[src/rtl/mem_log_reader.sv]
// Block-RAM read-out engine: streams words 0..num-1 through a 2-entry skid FIFO.
// Optional MEM_LOG_READER_BASE_ADDR_EN adds i_base_addr for a circular read start.
//
// Ports:
//   clk, i_rst_n (async, active-low)
//   i_start, i_num_words                  dump request, sampled in IDLE
//   i_base_addr (MEM_LOG_READER_BASE_ADDR_EN only)
//   o_read_enable, o_read_addr, i_ram_data  RAM read port, 1-cycle latency
//   o_data, o_valid, i_ready              output stream
//   o_busy, o_done                        status
module mem_log_reader #(
  parameter int RAM_WIDTH     = 32,
  parameter int RAM_ADDR_NBIT = 15
) (
  input  logic                     clk,
  input  logic                     i_rst_n,
  input  logic                     i_start,
  input  logic [RAM_ADDR_NBIT:0]   i_num_words,
`ifdef MEM_LOG_READER_BASE_ADDR_EN
  input  logic [RAM_ADDR_NBIT-1:0] i_base_addr,
`endif
  output logic                     o_read_enable,
  output logic [RAM_ADDR_NBIT-1:0] o_read_addr,
  input  logic [RAM_WIDTH-1:0]     i_ram_data,
  output logic [RAM_WIDTH-1:0]     o_data,
  output logic                     o_valid,
  input  logic                     i_ready,
  output logic                     o_busy,
  output logic                     o_done
);

  localparam int CW = RAM_ADDR_NBIT + 1;

  typedef enum logic [1:0] {
    S_IDLE,
    S_RUN,
    S_DONE
  } state_t;

  state_t                 state_q, state_d;
  logic [CW-1:0]          num_q, num_d;
  logic [CW-1:0]          issued_q, issued_d;
  logic [CW-1:0]          sent_q, sent_d;
  logic                   inflight_q, inflight_d;
  logic [1:0]             count_q, count_d;
  logic [RAM_WIDTH-1:0]   buf0_q, buf0_d;
  logic [RAM_WIDTH-1:0]   buf1_q, buf1_d;
  logic [RAM_ADDR_NBIT-1:0] base_addr;

`ifdef MEM_LOG_READER_BASE_ADDR_EN
  logic [RAM_ADDR_NBIT-1:0] base_q, base_d;
  assign base_addr = base_q;
`else
  assign base_addr = '0;
`endif

  logic       xfer;
  logic       push;
  logic       last;
  logic [2:0] occ;

  assign o_valid = (count_q != 2'd0);
  assign o_data  = buf0_q;
  assign xfer    = o_valid & i_ready;
  assign push    = inflight_q;
  assign last    = xfer && ((sent_q + CW'(1)) == num_q);
  assign o_busy  = (state_q != S_IDLE);
  assign o_done  = (state_q == S_DONE);

  // Occupancy after this cycle's pop, counting the read already in flight.
  assign occ = {1'b0, count_q} + {2'b0, inflight_q} - {2'b0, xfer};

  assign o_read_enable = (state_q == S_RUN) &&
                         (issued_q < num_q) &&
                         (occ < 3'd2);

  // Address truncates mod depth, so base+issued wraps past the top.
  assign o_read_addr = base_addr + issued_q[RAM_ADDR_NBIT-1:0];

  always_comb begin
    state_d    = state_q;
    num_d      = num_q;
    issued_d   = issued_q;
    sent_d     = sent_q;
    inflight_d = o_read_enable;
    count_d    = count_q;
    buf0_d     = buf0_q;
    buf1_d     = buf1_q;
`ifdef MEM_LOG_READER_BASE_ADDR_EN
    base_d     = base_q;
`endif

    unique case (state_q)
      S_IDLE: begin
        if (i_start) begin
          num_d    = i_num_words;
          issued_d = '0;
          sent_d   = '0;
`ifdef MEM_LOG_READER_BASE_ADDR_EN
          base_d   = i_base_addr;
`endif
          state_d  = (i_num_words == '0) ? S_DONE : S_RUN;
        end
      end
      S_RUN: begin
        if (o_read_enable) issued_d = issued_q + CW'(1);
        if (xfer)          sent_d   = sent_q + CW'(1);
        if (last)          state_d  = S_DONE;
      end
      S_DONE: state_d = S_IDLE;
      default: state_d = S_IDLE;
    endcase

    // Shift FIFO: head lives in buf0.
    if (push && xfer) begin
      if (count_q == 2'd1) begin
        buf0_d = i_ram_data;
      end else begin
        buf0_d = buf1_q;
        buf1_d = i_ram_data;
      end
    end else if (xfer) begin
      buf0_d  = buf1_q;
      count_d = count_q - 2'd1;
    end else if (push) begin
      if (count_q == 2'd0) buf0_d = i_ram_data;
      else                 buf1_d = i_ram_data;
      count_d = count_q + 2'd1;
    end
  end

  always_ff @(posedge clk or negedge i_rst_n) begin
    if (!i_rst_n) begin
      state_q    <= S_IDLE;
      num_q      <= '0;
      issued_q   <= '0;
      sent_q     <= '0;
      inflight_q <= 1'b0;
      count_q    <= '0;
      buf0_q     <= '0;
      buf1_q     <= '0;
`ifdef MEM_LOG_READER_BASE_ADDR_EN
      base_q     <= '0;
`endif
    end else begin
      state_q    <= state_d;
      num_q      <= num_d;
      issued_q   <= issued_d;
      sent_q     <= sent_d;
      inflight_q <= inflight_d;
      count_q    <= count_d;
      buf0_q     <= buf0_d;
      buf1_q     <= buf1_d;
`ifdef MEM_LOG_READER_BASE_ADDR_EN
      base_q     <= base_d;
`endif
    end
  end

`ifndef SYNTHESIS
  always_ff @(posedge clk) begin
    if (i_rst_n) begin
      assert (!(push && !xfer && count_q == 2'd2))
        else $error("mem_log_reader: push into full buffer");
    end
  end
`endif

endmodule

[config.mk]
export PLATFORM = sky130hd
export DESIGN_NAME = mem_log_reader
export DESIGN_NICKNAME = d
export VERILOG_FILES = /design/src/rtl/mem_log_reader.sv
export SDC_FILE = /design/constraint.sdc
export NUM_CORES = 1
export LEC_CHECK = 0
export CAP_MARGIN = 20
export CORE_AREA = 3 3 122 124
export DETAILED_ROUTE_END_ITERATION = 10
export DIE_AREA = 0 0 125 127
export PLACE_DENSITY_LB_ADDON = 0.05
export SLEW_MARGIN = 20
export SYNTH_ARGS = -nofsm -noshare
export SYNTH_HDL_FRONTEND = slang
export SYNTH_SLANG_ARGS = --single-unit
export TNS_END_PERCENT = 1
[constraint.sdc]
create_clock -name clk -period 8.8 [get_ports clk]
set_clock_uncertainty 0.15 [all_clocks]
set_input_delay 1.32 -clock clk [delete_from_list [all_inputs] [get_ports clk]]
set_output_delay 1.32 -clock clk [all_outputs]
set_load 0.02 [all_outputs]
Word level (Yosys, flattened, before mapping) --
Cells that the tools add are included. Widths: inputs -> output; s select.
Cells by class: add/sub/neg operators 6, magnitude comparators 2, eq/ne operators 11, multiplexer cells 21, bitwise gates (word level) 2, reduce and logical (&&, ||, !) cells 21
Operators with widths (count):
- $mux 32 | 10
- $pmux 16 s2 | 2
- $mux 16 | 3
- $add 16x1->16 const B | 2
- $eq 16x16->1 | 1
- $logic_not 16->1 | 1
- $lt 16x16->1 | 1
- $ne 2x2->1 const B | 6
- $mux 2 | 5
- $reduce_bool 2->1 | 5
- $reduce_and 2->1 | 4
- $reduce_and 3->1 | 2
- $reduce_bool 3->1 | 2
- $eq 2x1->1 const B | 2
- $logic_and 1x1->1 | 4
- $logic_not 2->1 | 2
- $pmux 2 s2 | 1
- $reduce_and 4->1 | 1
- $add 2x1->3 | 1
- $lt 3x2->1 const B | 1
- $sub 3x1->3 | 1
- $add 2x1->2 const B | 1
- $eq 2x2->1 const B | 1
- $ne 2x1->1 const B | 1
- other kinds (3) | 3
Storage, ports and cells: bits in registers 117, input port bits 52, output and inout bits 51, word-level logic and storage cells 71

Logic depth before layout (Yosys ltp) --
depth after elaboration 7, mapped depth 14, mapped depth without buffers 13

Least setup slack after synthesis --
No wires, ideal clock.
path kind in2out, from input port i_ready, to output port o_read_enable, data arrival time 3204 ps, setup slack 4126 ps, stages on the path 9, path buffers 0, cell sequence nand2_1 inv_1 ha_1 fa_1 xor2_1 a2111o_1 a211oi_1 o21ai_0 inv_1
Between the ends: cells in the longest elaborated chain, start to end 4
Ends and longest elaborated chain:
- start: declaration | RTL line 27 | input logic i_ready,
- $and 1x1->1 | RTL line 64 | assign xfer = o_valid & i_ready;
- $sub 3x1->3 | RTL line 71 | assign occ = {1'b0, count_q} + {2'b0, inflight_q} - {2'b0, xfer};
- $lt 3x2->1 | RTL line 75 | (occ < 3'd2);
- $logic_and 1x1->1 | RTL line 74 | (issued_q < num_q) &&
- end: declaration | RTL line 22 | output logic o_read_enable,
No other way between the ends.

Final worst setup path --
Ends and elaborated chain as after synthesis.

==> flow_summary.ini <==
[synthesis]
synth-seq-cells = 117
ys_top_cells_by_area = dfrtp_1 (47%), o21ai_0 (7.1%), mux2_2 (5.8%), mux2i_1 (5.5%), nand2_1 (5.0%)
synth.most_common_cell = dfrtp_1
synth.distinct_cells = 48
synth_seq_area_share_pct = 47.1
synthCells = 635
synth-edff-count = 0
synth_area_leader_cell = dfrtp_1
synth_fp_nets = 711
synthTopCellsByCount = dfrtp_1 (117), o21ai_0 (88), nand2_1 (83), mux2i_1 (34), mux2_2 (32)
yosysWarnings = 0
mappedNetlistArea_um2 = 6220
synth_top_area_share_pct = 47.1
synth_flop_cell = dfrtp_1
postSynthAreaPerCell_um2 = 9.80
async_flop_share_pct = 100

[clock_tree]
cts_tree = built
clk_pin_slew_ns = 0.05
clockBufferDepth = 2
ctsHoldBuffers = 0
htree_levels = 4
clk_latency_ns = 0.42
clockRootBuffer = clkbuf_16
cts_buffers = 17
cts.sinks = 117
cts-resized-gates = 0
post-cts-setup-buffer-count = 0

[floorplan]
die_y_um = 127
start_util_pct = 44.8
io_pins = 103
rows = 43
die_x_um = 125
die-area_um2 = 15900
core_area_um2 = 13900

[sta]
setup_viol = 0
rsz0062_at_grt = no
hold_viol = 0
period_share_pct = 67.1
setup_tns_ns = 0
drv_slew = 0
relSlewSlack_pct = 32.7
whs_ns = 0.325
finalCriticalPeriod_ns = 5.90
fmax_mhz = 169
worst_pin_slew_ns = 1.01

[flow_run]
max_cap_violations = 0

[detailed_routing]
drtAntennaViolNets = 0
viasPerCell = 5.41
first_pass_iters = 8
routed_wl_mm = 15.0
vias = 4911
avgRoutedWirePerCell_um = 16.6
drt-initial-drc-count = 360
drc = 0

[global_routing]
grt_pass1_vias = 5005
grt_pass1_wl_mm = 25.4
antenna_found_initial = 0
grt_max_degree = 66
overflow = 0
track_usage_pct = 19.9

[run_status]
outcome = finished, final reports clean

[power_and_ir_drop]
p_leak_uw = 0.00334
finalPower_uw = 2590
p_per_area_nw_per_um2 = 327
vdd_ir_drop_max_mv = 0.149

[setup_path]
criticalPathCategory = input pin to output port
worst_setup_path_start_kind = input pin
crit_fanout = 6
crit_buf_inv = 4
endpoint_kind = output port
crit_chain = clkdlybuf4s50_1, nand2_1, inv_1, ha_1, fa_1, xor2_1, a2111o_1, a211oi_1, o21ai_0, inv_1, clkdlybuf4s50_1
max_stage_delay_ns = 0.60
crit_required_ns = 7.33
critPathSlowestCell = clkdlybuf4s50_1
crit_arrival_ns = 4.43
crit_family = buffers and inverters

[final_layout]
multi_input_area_um2 = 3000
fill_cells = 1207
area_delta_synth_final_pct = 27.4
num_antenna_cells = 0
nets = 792
area.sequential_um2 = 2930
layout.cells.non_filler = 908
drive_gt1_share_pct = 10.3

[placed_design]
port-buffer-count = 102
hpwl_mm = 10.4
dp_cells = 876
gp_congestion = 0.839

[hold_path]
hp-class = flip-flop to flip-flop
## worst paths after layout
check                                  startpoint                       end  slack, ns  cells past startpoint
min reg2reg                 o_data[9]$_DFFE_PN0P_     o_data[9]$_DFFE_PN0P_       0.33                      2
max                                       i_ready             o_read_enable       2.90                     11
min                         o_data[9]$_DFFE_PN0P_     o_data[9]$_DFFE_PN0P_       0.33                      2
max reg2reg                count_q[0]$_DFFE_PN0P_  issued_q[12]$_DFFE_PN0P_       4.86                     13
max in group asynchronous                 i_rst_n  issued_q[13]$_DFFE_PN0P_       6.41                      2
min in group asynchronous                 i_rst_n    o_data[29]$_DFFE_PN0P_       0.79                      1
## cell families (layout without fill, tap and decap cells)
group / after synthesis / count (layout) / synth area share, %
multiplexers: 66 / 66 / 11.3
AND/OR/NAND/NOR: 190 / 190 / 14.6
flip-flops: 117 / 117 / 47.1
XOR/XNOR: 26 / 26 / 3.66
AO/OA/AOI/OAI: 143 / 143 / 13.2
adder cells (fa/ha/maj): 24 / 24 / 4.95
buffers and inverters: 69 / 162 / 5.33
## layout by cell type, fill, tap and decap left out, types with 11 or more instances in the layout
master / n
a21oi_1: 21
clkbuf_16: 17
clkdlybuf4s50_1: 101
dfrtp_1: 117
ha_1: 23
inv_1: 24
mux2_2: 32
mux2i_1: 34
nand2_1: 83
nand3_1: 20
nor2_1: 23
o21ai_0: 88
or3_1: 12
xnor2_1: 15
xor2_1: 11
## routing by layer
layer	track usage [%]	wire [µm]
met1	26.6	7070
met5	0	0
met4	5.80	127
met2	32.3	7120
met3	5.10	723
## area by class of cell
| type | count | share of cell area, % |
|---|---|---|
| multi-input cells | 449 | 37.8 |
| flip-flops and latches | 117 | 36.9 |
| repair buffers | 107 | 13.6 |
| clock buffers | 21 | 5.81 |
| well taps | 180 | 2.84 |
| clock inverters | 10 | 1.94 |
| inverters | 24 | 1.14 |
## worst reg2reg max path, delay by kind of cell (launching register included)
family	cells	cell delay, ns
AND/OR/NAND/NOR	2	0.78
buffers and inverters	3	0.41
XOR/XNOR	1	0.15
flip-flops	1	0.39
adder cells (fa/ha/maj)	3	0.94
AO/OA/AOI/OAI	4	1.03
## where the power goes
part	internal (µW)	leakage, µW	switching, µW
sequential	733	0.00141	132
combinational	477	0.00162	525
clock	484	0.000306	240
total	1690	0.00334	897
## stage by stage
stage	setup slack, ns	utilization [%]	cell area (µm²)
after global placement	2.93	52.5	7290
final	2.90	57.1	7930
after global routing	2.71	57.1	7930
after CTS	2.87	56.9	7900
after floorplan	4.13	-	6220
after detailed placement	2.88	52.5	7290
## sequential cells by signal, summed over array words and instances, names as in the netlist
signal / count
o_data: 32
num_q: 16
sent_q: 16
inflight_q: 1
issued_q: 16
count_q: 2
buf1_q: 32
state_q: 2
Note: power is estimated with default switching activity, not from simulation.
